$ cat config.mk
export PLATFORM = sky130hd
export DESIGN_NAME = int_to_fp_converter_flat
export DESIGN_NICKNAME = d
export VERILOG_FILES = /design/src/rtl/fp16_pkg.sv /design/src/rtl/int_to_fp_converter_if.sv /design/src/rtl/fp16_round_pack.sv /design/src/rtl/int_to_fp_converter.sv /design/src/flat_wrapper.sv
export SDC_FILE = /design/constraint.sdc
export NUM_CORES = 1
export LEC_CHECK = 0
export CAP_MARGIN = 20
export CORE_MARGIN = 1
export CORE_UTILIZATION = 55
export CTS_BUF_LIST = sky130_fd_sc_hd__clkbuf_4
export CTS_CLUSTER_SIZE = 8
export DETAILED_ROUTE_END_ITERATION = 7
export PLACE_DENSITY_LB_ADDON = 0.25
export SLEW_MARGIN = 30
export SYNTH_ARGS = -nofsm -noshare
export SYNTH_HDL_FRONTEND = slang
export SYNTH_SLANG_ARGS = --single-unit
$ cat constraint.sdc
create_clock -name clk -period 5.69 [get_ports clk]
set_input_delay 0.569 -clock clk [delete_from_list [all_inputs] [get_ports clk]]
set_output_delay 0.569 -clock clk [all_outputs]
set_load 0.02 [all_outputs]
$ cat src/rtl/fp16_pkg.sv
// fp16_pkg: fp16 field layout, special encodings and converter FSM states.
package fp16_pkg;
  localparam int SIGN_BIT = 15;
  localparam int EXP_W = 5;
  localparam int MANT_W = 10;
  localparam int EXP_BIAS = 15;
  localparam int EXP_MAX_INT = 30;
  localparam logic [15:0] FP16_ZERO = 16'h0000;
  localparam logic [15:0] FP16_POS_INF = 16'h7C00;
  typedef enum logic [1:0] {IDLE, NORM, ROUND, DONE} state_t;
endpackage

$ cat src/rtl/int_to_fp_converter_if.sv
// int_to_fp_converter_if: operand/result valid-ready handshake bundle.
interface int_to_fp_converter_if;
  logic in_valid;
  logic in_ready;
  logic [15:0] x;
  logic out_valid;
  logic out_ready;
  logic [15:0] r;
  logic negative;
  logic zero;
  logic inexact;
  modport master (output in_valid, x, out_ready, input in_ready, out_valid, r, negative, zero, inexact);
  modport slave (input in_valid, x, out_ready, output in_ready, out_valid, r, negative, zero, inexact);
endinterface

$ cat src/rtl/fp16_round_pack.sv
// fp16_round_pack: rounds a normalised magnitude (leading one implicit) and packs the fp16 word.
module fp16_round_pack
  import fp16_pkg::*;
(
  input  logic              sign,
  input  logic [EXP_W-1:0]  exponent,
  input  logic [14:0]       mag,
  input  logic              round_nearest,
  output logic [15:0]       r,
  output logic              inexact
);
  logic [MANT_W-1:0] mant;
  logic guard, sticky, up;
  logic [MANT_W:0] sum;
  always_comb begin
    mant = mag[14:5];
    guard = mag[4];
    sticky = |mag[3:0];
    up = round_nearest & guard & (sticky | mant[0]);
    sum = {1'b0, mant} + {{MANT_W{1'b0}}, up};
    inexact = guard | sticky;
    // a mantissa carry-out leaves sum[9:0] at zero and bumps the exponent
    r = {sign, exponent + {{(EXP_W-1){1'b0}}, sum[MANT_W]}, sum[MANT_W-1:0]};
  end
endmodule

$ cat src/rtl/int_to_fp_converter.sv
// int_to_fp_converter: iterative signed int16 to fp16 conversion, one normalising shift per cycle.
module int_to_fp_converter
  import fp16_pkg::*;
#(
  parameter bit ROUND_NEAREST = 1'b1,
  parameter int EXP_BIAS = fp16_pkg::EXP_BIAS
) (
  input logic clk,
  input logic rst_n,
  int_to_fp_converter_if.slave bus
);
  state_t state;
  logic sign;
  logic [15:0] mag;
  logic [EXP_W-1:0] expo;
  logic [15:0] rp_r;
  logic rp_inexact;
  assign bus.in_ready = (state == IDLE);
  assign bus.out_valid = (state == DONE);
  fp16_round_pack u_round_pack (
    .sign(sign),
    .exponent(expo),
    .mag(mag[14:0]),
    .round_nearest(ROUND_NEAREST),
    .r(rp_r),
    .inexact(rp_inexact)
  );
  always_ff @(posedge clk or negedge rst_n) begin
    if (!rst_n) begin
      state <= IDLE;
      sign <= 1'b0;
      mag <= '0;
      expo <= '0;
      bus.r <= FP16_ZERO;
      bus.negative <= 1'b0;
      bus.zero <= 1'b0;
      bus.inexact <= 1'b0;
    end else begin
      unique case (state)
        IDLE: if (bus.in_valid) begin
          sign <= bus.x[15];
          mag <= bus.x[15] ? -bus.x : bus.x;
          // exponent for a leading one already at bit 15
          expo <= EXP_W'(EXP_BIAS + SIGN_BIT);
          if (bus.x == '0) begin
            bus.r <= FP16_ZERO;
            bus.negative <= 1'b0;
            bus.zero <= 1'b1;
            bus.inexact <= 1'b0;
            state <= DONE;
          end else state <= NORM;
        end
        NORM: if (mag[15]) state <= ROUND;
        else begin
          mag <= mag << 1;
          expo <= expo - 1'b1;
        end
        ROUND: begin
          bus.r <= rp_r;
          bus.negative <= sign;
          bus.zero <= 1'b0;
          bus.inexact <= rp_inexact;
          state <= DONE;
        end
        DONE: if (bus.out_ready) state <= IDLE;
        default: state <= IDLE;
      endcase
    end
  end
endmodule

$ cat src/flat_wrapper.sv
// flat-port wrapper written by rule: the top's interface ports become plain ports
module int_to_fp_converter_flat import fp16_pkg::*;
#(
  parameter bit ROUND_NEAREST = 1'b1,
  parameter int EXP_BIAS = fp16_pkg::EXP_BIAS
)
  (clk, rst_n, bus_in_valid, bus_x, bus_out_ready, bus_in_ready, bus_out_valid, bus_r, bus_negative, bus_zero, bus_inexact);
  int_to_fp_converter_if bus_i ();
  input logic clk;
  input logic rst_n;
  input wire logic [$bits(bus_i.in_valid)-1:0] bus_in_valid;
  input wire logic [$bits(bus_i.x)-1:0] bus_x;
  input wire logic [$bits(bus_i.out_ready)-1:0] bus_out_ready;
  output wire logic [$bits(bus_i.in_ready)-1:0] bus_in_ready;
  output wire logic [$bits(bus_i.out_valid)-1:0] bus_out_valid;
  output wire logic [$bits(bus_i.r)-1:0] bus_r;
  output wire logic [$bits(bus_i.negative)-1:0] bus_negative;
  output wire logic [$bits(bus_i.zero)-1:0] bus_zero;
  output wire logic [$bits(bus_i.inexact)-1:0] bus_inexact;
  assign bus_i.in_valid = bus_in_valid;
  assign bus_i.x = bus_x;
  assign bus_i.out_ready = bus_out_ready;
  assign bus_in_ready = bus_i.in_ready;
  assign bus_out_valid = bus_i.out_valid;
  assign bus_r = bus_i.r;
  assign bus_negative = bus_i.negative;
  assign bus_zero = bus_i.zero;
  assign bus_inexact = bus_i.inexact;
  int_to_fp_converter #(.ROUND_NEAREST(ROUND_NEAREST), .EXP_BIAS(EXP_BIAS)) u_core (.clk(clk), .rst_n(rst_n), .bus(bus_i));
endmodule
Yosys cells after proc, flatten, opt, wreduce, memory -nomap -nowiden:

Index checks and enable logic that the tools add are counted.

* bitwise logic cells: 3
* reduce and logical (&&, ||, !) cells: 10
* eq/ne operators: 8
* multiplexer cells: 22
* add/sub/neg operators: 4

Operators by type and width (number)
* 2-to-1 mux 16 bit: 5
* case mux 16 bit (2 select lines): 2
* logical NOT 16 bit: 1
* negator 16 bit: 1
* adder 10 x 1 -> 11 bit: 1
* 2-to-1 mux 5 bit: 2
* case mux 5 bit (2 select lines): 1
* AND reduction 3 bit: 3
* 2-to-1 mux 2 bit: 4
* case mux 2 bit (4 select lines): 1
* inequality test 2 bit (second input constant): 3
* case mux 1 bit (2 select lines): 3
* adder 5 x 1 -> 5 bit: 1
* subtractor 5 x 1 -> 5 bit (second input constant): 1
* == test 2 bit (second input constant): 2
* 2-to-1 mux 1 bit: 4
* inequality test 2 x 1 -> 1 bit (second input constant): 2
* AND reduction 2 bit: 2
* nonzero test 2 bit: 2
* OR reduction 4 bit: 1
* == test 2 x 1 -> 1 bit (second input constant): 1
* logical NOT 2 bit: 1
* bitwise OR 1 bit: 2
* AND 1 bit: 1

* output and inout port bits: 21
* flip-flop bits (word level): 43

Depth between registers and ports, before layout:

Gate-level depths: netlist of the first run.

* word-level depth: 6
* depth in mapped cells: 10
* gate-level depth less buffers: 10

Cells and area by module:

From an unflattened synthesis of the first run, not the netlist that was laid out.

* cells, all modules: 362
* area, all modules: 3084.2 µm²

Modules (own cells, without submodules)
* int_to_fp_converter: instances 1, sequential area each 1076.0 µm², area an instance 2798.9 µm², cells an instance 322
* fp16_round_pack: instances 1, sequential area each 0.0 µm², area an instance 285.3 µm², cells an instance 40

Worst setup path before layout of the first run:

No wires, ideal clock.

* kind: input -> register
* from: in bus_x[7]
* to: reg u_core.bus.zero
* setup time: 0.137 ns
* slack: 3.651 ns
* stages on the path: 5
* arrival: 1.902 ns
* buffers on the path: 1
* path through: or4_4 nor4_4 a21oi_2 buf_6 mux2i_1

* cells in the longest elaborated chain, start to end: 3

RTL lines
* start, declared: line flat_wrapper.sv:12 `input wire logic [$bits(bus_i.x)-1:0] bus_x;`
* logical NOT 16 bit: line int_to_fp_converter.sv:45 `if (bus.x == '0) begin`
* inequality test 2 x 1 -> 1 bit (no source line)
* AND reduction 3 bit (no source line)
* end signal, assigned: line int_to_fp_converter.sv:36 `bus.zero <= 1'b0;`
* end signal, assigned: line int_to_fp_converter.sv:48 `bus.zero <= 1'b1;`
* end signal, assigned: line int_to_fp_converter.sv:61 `bus.zero <= 1'b0;`
* end, declared: line int_to_fp_converter_if.sv:13 `modport slave (input in_valid, x, out_ready, output in_ready, out_valid, r, negative, zero, inexact);`

No other way between the ends.
A chain may end at the register's enable or synchronous reset.

Final worst setup path of the first run:

* from: reg u_core.state[0]
* to: out bus_in_ready

* cells in the longest elaborated chain, start to end: 1

RTL lines
* start, declared: line int_to_fp_converter.sv:12 `state_t state;`
* start signal, assigned: line int_to_fp_converter.sv:30 `state <= IDLE;`
* start signal, assigned: line int_to_fp_converter.sv:50 `state <= DONE;`
* start signal, assigned: line int_to_fp_converter.sv:51 `end else state <= NORM;`
* logical NOT 2 bit: line int_to_fp_converter.sv:18 `assign bus.in_ready = (state == IDLE);`
* end, declared: line flat_wrapper.sv:14 `output wire logic [$bits(bus_i.in_ready)-1:0] bus_in_ready;`

No other way between the ends.

==> impl_metrics.json, run 1 <==
{
  "fmax_ghz": 0.403,
  "gp_congestion": 0.908,
  "start_kind": "register",
  "port_buffers": 40,
  "coreArea_um2": 4720,
  "netlist_area_um2": 2690,
  "power_per_cell_area_nw_per_um2": 492,
  "muxShareOfSynthArea": 0.0768,
  "grt_max_degree": 43,
  "instances_no_fill": 395,
  "ys_ff_latch": 42,
  "max_slew.worst_pin.slew_ns": 0.667,
  "fin_crit_sh": 0.437,
  "layout_common_cells": "42 x dfrtp_1, 39 x clkdlybuf4s50_1, 37 x nand2_1",
  "final_hold_viol_count": 0,
  "end_kind": "primary output",
  "clock_sinks": 42,
  "drt-total-wl_um": 5680,
  "avgSynthCellArea_um2": 9.08,
  "ir_worst_vdd_mv": 0.205,
  "synth_flop_cell": "dfrtp_1",
  "rsz0062_at_grt": "no",
  "async_flop_share": 1.00,
  "antenna_cells": 0,
  "r2r_cells": 6,
  "holdCritPathClass": "input port to async pin",
  "postCtsSetupRepairBufs": 0,
  "critPathKind": "register to primary output",
  "drt_drc_violations_left": 0,
  "num_vias": 2308,
  "final_layout_size_suffix_gt1_frac": 0.0579,
  "antenna_left": 0,
  "final_nets": 357,
  "synth_cells": 296,
  "antenna_found_initial": 0,
  "grtUsageTotal": 0.241,
  "mappedNetlistNets": 325,
  "synth_warnings": 0,
  "synth_fa_ha_area_frac": 0.0419,
  "status": "completed",
  "ioPinCount": 41,
  "cp.required_ns": 5.12,
  "ctsResizeCount": 0,
  "routed_via_density": 5.84,
  "cts_hold_buf": 0,
  "synth_compound_area_frac": 0.163,
  "dp.cells": 388,
  "start_util": 0.569,
  "synth_seq_area_share": 0.391,
  "clock_skew_ns": 0.00924,
  "path_clk_slew_ns": 0.12,
  "insertion_delay_ns": 0.36,
  "synth_cell_types": 47,
  "ys_top_cells_by_area": "dfrtp_1 39%, mux2i_1 5.6%, nand2_1 5.2%, ha_1 4.2%, xor2_1 3.9%",
  "min_period_ns": 2.48,
  "drt_pass1_iterations": 4,
  "wire_per_inst_um": 14.4,
  "yosysTopAreaCellShare": 0.391,
  "slew_headroom": 0.555,
  "die_area_um2": 5170,
  "syn_to_final_growth_pct": 17.2,
  "worstPathArrival_ns": 1.92,
  "p_leak_nw": 1.34,
  "yosysTopAreaCell": "dfrtp_1",
  "cts_tree": "done",
  "fp.dieH_um": 71.9,
  "grt_pass1_wl_um": 9770,
  "gr-total-overflow": 0,
  "fin_setup_tns_ns": 0,
  "crit_fanout": 8,
  "drtIter0Drc": 138,
  "synth-simple-area-share": 0.200,
  "cts-root-buf": "clkbuf_4",
  "final_common_cell": "dfrtp_1",
  "hpwl_um": 4190,
  "synth_top_family_by_area": "simple AND/OR/NAND/NOR gates",
  "fp.dieW_um": 71.9,
  "rows": 25,
  "setup_viol": 0,
  "numCtsBuffers": 5,
  "slew_viol_final": 0,
  "cts_buffer_depth": 2,
  "synth_xor_area_frac": 0.0619,
  "grt_pass1_vias": 2050,
  "maxCapViolations": 0,
  "synth-edff-count": 0,
  "cts_htree_levels": 2
}
## flip-flops by register name (all words and copies together), names as in the netlist
| name | count |
|---|---|
| u_core.bus.r | 15 |
| u_core.expo | 5 |
| u_core.bus.inexact | 1 |
| u_core.sign | 1 |
| u_core.mag | 16 |
| u_core.bus.negative | 1 |
| u_core.bus.zero | 1 |
| u_core.state | 2 |
## cell usage after synthesis, types with 2 or more instances
cell / n
inv_1: 26
a31oi_1: 3
nor3b_1: 4
nor4_1: 3
nand4_1: 5
a21boi_0: 2
a21oi_1: 7
o41ai_1: 3
ha_1: 9
clkbuf_1: 12
mux2i_1: 15
nand3_1: 13
or4_1: 5
nor2_1: 6
nor3_1: 6
a311oi_1: 2
and2_1: 2
a211oi_1: 3
nor2b_1: 7
mux2_2: 5
a2bb2oi_1: 2
dfrtp_1: 42
or3_1: 4
o21a_1: 2
xor2_1: 12
o211ai_1: 6
nand2b_1: 5
o22ai_1: 5
buf_6: 2
o31ai_1: 5
or4_4: 2
nand2_1: 37
o21ai_0: 14
xnor2_1: 7
## metrics by stage
step / power [mW] / utilization / hold slack (ns) / area, um2 / worst slack [ns]
final: 1.55 / 0.667 / 0.172 / 3150 / 3.21
after global routing: 1.67 / 0.667 / 0.208 / 3150 / 3.03
after CTS: 1.55 / 0.666 / 0.366 / 3150 / 3.23
after detailed placement: 1.40 / 0.655 / 0.492 / 3100 / 2.95
after global placement: 1.37 / 0.655 / 0.484 / 3100 / 3.00
after floorplan: 1.14 / - / 0.273 / 2690 / 3.65
## worst paths after layout
kind,from,end,slack (ns)
min,rst_n,u_core.bus.r[7]$_DFFE_PN0P_,0.17
max,u_core.state[0]$_DFFE_PN0P_,bus_in_ready,3.21
max in group asynchronous,rst_n,u_core.mag[1]$_DFFE_PN0P_,5.16
min reg2reg,u_core.mag[3]$_DFFE_PN0P_,u_core.mag[3]$_DFFE_PN0P_,0.52
min in group clk,u_core.mag[3]$_DFFE_PN0P_,u_core.mag[3]$_DFFE_PN0P_,0.52
max reg2reg,u_core.state[1]$_DFFE_PN0P_,u_core.mag[13]$_DFFE_PN0P_,3.30
## per-layer routing
layer,vias to the layer above,part of all wire,GRT usage
met4,0,0.013,0.0850
met2,76,0.49,0.406
met1,1100,0.45,0.316
met3,5,0.041,0.0389
met5,-,0,0
li1,1127,-,-
## logic make-up (layout without fill, tap and decap cells)
family                     Yosys count  count (layout)
buffers and inverters               42              74
xor gates and xnor gates            19              19
adders and majority gates            9               9
AOI/OAI and AO/OA                   63              63
DFF                                 42              42
muxes                               20              20
and+or+nand+nor                    101             101
## power by group
group / switching [mW] / leakage [nW] / total, mW / internal, mW
registers: 0.150 / 0.523 / 0.575 / 0.426
clock network: 0.0959 / 0.0322 / 0.152 / 0.0562
logic: 0.460 / 0.782 / 0.823 / 0.363
total: 0.705 / 1.34 / 1.55 / 0.845
## critical path: stages, from the launching register on
cell and delay (ns):
dfrtp_1 0.43, inv_1 0.11, ha_1 0.34, clkdlybuf4s50_1 0.67
## final cells by class
| cell class | count | area, um2 |
|---|---|---|
| timing repair buffer | 41 | 405 |
| sequential | 42 | 1050 |
| multi-input combinational | 212 | 1460 |
| inverter | 26 | 97.6 |
| fill | 428 | 1570 |
| tap | 67 | 83.8 |
| clock buffer | 7 | 52.6 |
Note: power is estimated with default switching activity, not from simulation.
==> run 2: changes to the inputs <==
--- a/config.mk
+++ b/config.mk
@@ -7,7 +7,7 @@
 export LEC_CHECK = 0
 export CAP_MARGIN = 20
 export CORE_MARGIN = 1
-export CORE_UTILIZATION = 55
+export CORE_UTILIZATION = 51
 export CTS_BUF_LIST = sky130_fd_sc_hd__clkbuf_4
 export CTS_CLUSTER_SIZE = 8
 export DETAILED_ROUTE_END_ITERATION = 7
==> constraint.sdc (replaced) <==
create_clock -name clk -period 2.2 [get_ports clk]
set_input_delay 0.22 -clock clk [delete_from_list [all_inputs] [get_ports clk]]
set_output_delay 0.22 -clock clk [all_outputs]
set_load 0.02 [all_outputs]
==> run 2 against run 1 <==
Net effect:
- sequential share of layout area down 3.2 points
- global-route usage rose by 0.97 points
- power grew to 2.9 times the previous value
- wire length increased by 13%
- utilization is 1.4 points higher
- via count is 4.8% higher
- count of clock-buffer cells in the layout fell by 2
- critical path type unchanged
==> impl_metrics.json, run 2 (same netlist as run 1, synthesis figures left out) <==
{
  "status": "completed",
  "placed_area_um2": 3380,
  "total_power_mw": 4.44,
  "gp_congestion": 0.929,
  "final_nets": 394,
  "drt_drc_violations_left": 0,
  "slew_headroom": 0.645,
  "cts-root-buf": "clkbuf_4",
  "rows": 26,
  "hpwl_um": 4890,
  "antenna_left": 0,
  "cp.required_ns": 1.98,
  "worstPathArrival_ns": 1.87,
  "grtUsageTotal": 0.251,
  "postCtsSetupRepairBufs": 0,
  "final_hold_viol_count": 0,
  "cts_buffer_depth": 2,
  "drtIter0Drc": 158,
  "routed_via_density": 5.55,
  "die_area_um2": 5570,
  "numCtsBuffers": 5,
  "reg.largest.list": "u_core.mag: 16 flops, u_core.bus.r: 15 flops, u_core.expo: 5 flops",
  "ir_worst_vdd_mv": 0.478,
  "power_per_cell_area_nw_per_um2": 1280,
  "design_area_um2": 3480,
  "min_period_ns": 2.09,
  "crit_fanout": 7,
  "num_vias": 2418,
  "whs_ns": 0.367,
  "insertion_delay_ns": 0.36,
  "end_kind": "primary output",
  "ioPinCount": 41,
  "critPathSlowestCell": "clkdlybuf4s50_1",
  "final_common_cell": "dfrtp_1",
  "fin_ws_ns": 0.114,
  "holdCritPathClass": "input port to async pin",
  "fp.dieH_um": 74.6,
  "drt_pass1_iterations": 5,
  "syn_to_final_growth_pct": 29.4,
  "clock_skew_ns": 0.00898,
  "start_kind": "register",
  "setup_viol": 0,
  "p_leak_nw": 1.53,
  "regMostFlops": "u_core.mag",
  "coreArea_um2": 5110,
  "fmax_ghz": 0.479,
  "rsz0062_at_grt": "no",
  "grt_pass1_wl_um": 10500,
  "final_layout_size_suffix_gt1_frac": 0.153,
  "drt-total-wl_um": 6400,
  "wire_per_inst_um": 14.7,
  "antenna_cells": 0,
  "critPathKind": "register to primary output",
  "max_slew.worst_pin.slew_ns": 0.532,
  "grt_pass1_vias": 2321,
  "crit_chain": "inv_1 -> ha_1 -> buf_4 -> clkdlybuf4s50_1",
  "cts_htree_levels": 2,
  "layout_common_cells": "42 x dfrtp_1, 39 x clkdlybuf4s50_1, 37 x nand2_1, 37 x buf_4, 26 x inv_1",
  "start_util": 0.526,
  "clock_sinks": 42,
  "path_clk_slew_ns": 0.12,
  "pre_cts_ws_ns": -0.113,
  "port_buffers": 40,
  "slew_viol_final": 0,
  "largest_reg_flops": 16,
  "cpPeakStageDelay_ns": 0.61,
  "cts_tree": "done",
  "grt_max_degree": 43,
  "fp.dieW_um": 74.6,
  "fin_setup_tns_ns": 0,
  "fin_crit_sh": 0.948,
  "maxCapViolations": 0,
  "antenna_found_initial": 0,
  "gr-total-overflow": 0
}
## run 2: repair_timing
| item | CTS | global route |
|---|---|---|
| endpoints found under the hold margin | 0 | 42 |
| hold buffers | 0 | 1 |
| resized for setup | 0 | 1 |
| endpoints found under the setup margin | 0 | 1 |
## run 2: final timing paths
| check | depth (start not counted) | endpoint | startpoint | slack [ns] |
|---|---|---|---|---|
| worst max register to register | 7 | u_core.mag[4]$_DFFE_PN0P_ | u_core.state[0]$_DFFE_PN0P_ | 0.11 |
| worst min register to register | 1 | u_core.bus.r[9]$_DFFE_PN0P_ | u_core.bus.r[9]$_DFFE_PN0P_ | 0.52 |
| min in group clk | 1 | u_core.bus.r[9]$_DFFE_PN0P_ | u_core.bus.r[9]$_DFFE_PN0P_ | 0.52 |
| max in group asynchronous | 2 | u_core.mag[10]$_DFFE_PN0P_ | rst_n | 1.47 |
| worst max-delay path | 4 | bus_in_ready | u_core.state[0]$_DFFE_PN0P_ | 0.11 |
| worst min-delay path | 2 | u_core.bus.r[7]$_DFFE_PN0P_ | rst_n | 0.37 |
## run 2: final cells by class
type,count,area (um2)
timing repair buffer,78,698
clock buffer,5,37.5
sequential,42,1050
tap,70,87.6
clock inverter,3,40.0
fill,437,1630
multi-input combinational,212,1470
inverter,26,97.6
## run 2: stage by stage
step	std cells	util
after floorplan	296	-
after detailed placement	427	0.662
after global routing	436	0.681
after CTS	435	0.677
after global placement	427	0.662
final	436	0.681
## run 2: power breakdown
group | leakage, nW | total (mW) | switching, mW | internal [mW]
registers | 0.523 | 1.43 | 0.327 | 1.10
clock network | 0.0450 | 0.496 | 0.261 | 0.235
logic | 0.964 | 2.51 | 1.35 | 1.16
## run 2: routing by layer
layer	GRT usage	wire, um
met1	0.316	2790
met2	0.424	3100
met3	0.0361	313
met4	0.117	192
met5	0	0
## run 2: critical path: cells and delay by family (launching register included)
kind / cells / cell delay, ns
buffers and inverters: 3 / 0.88
DFF: 1 / 0.43
adders and majority gates: 1 / 0.20
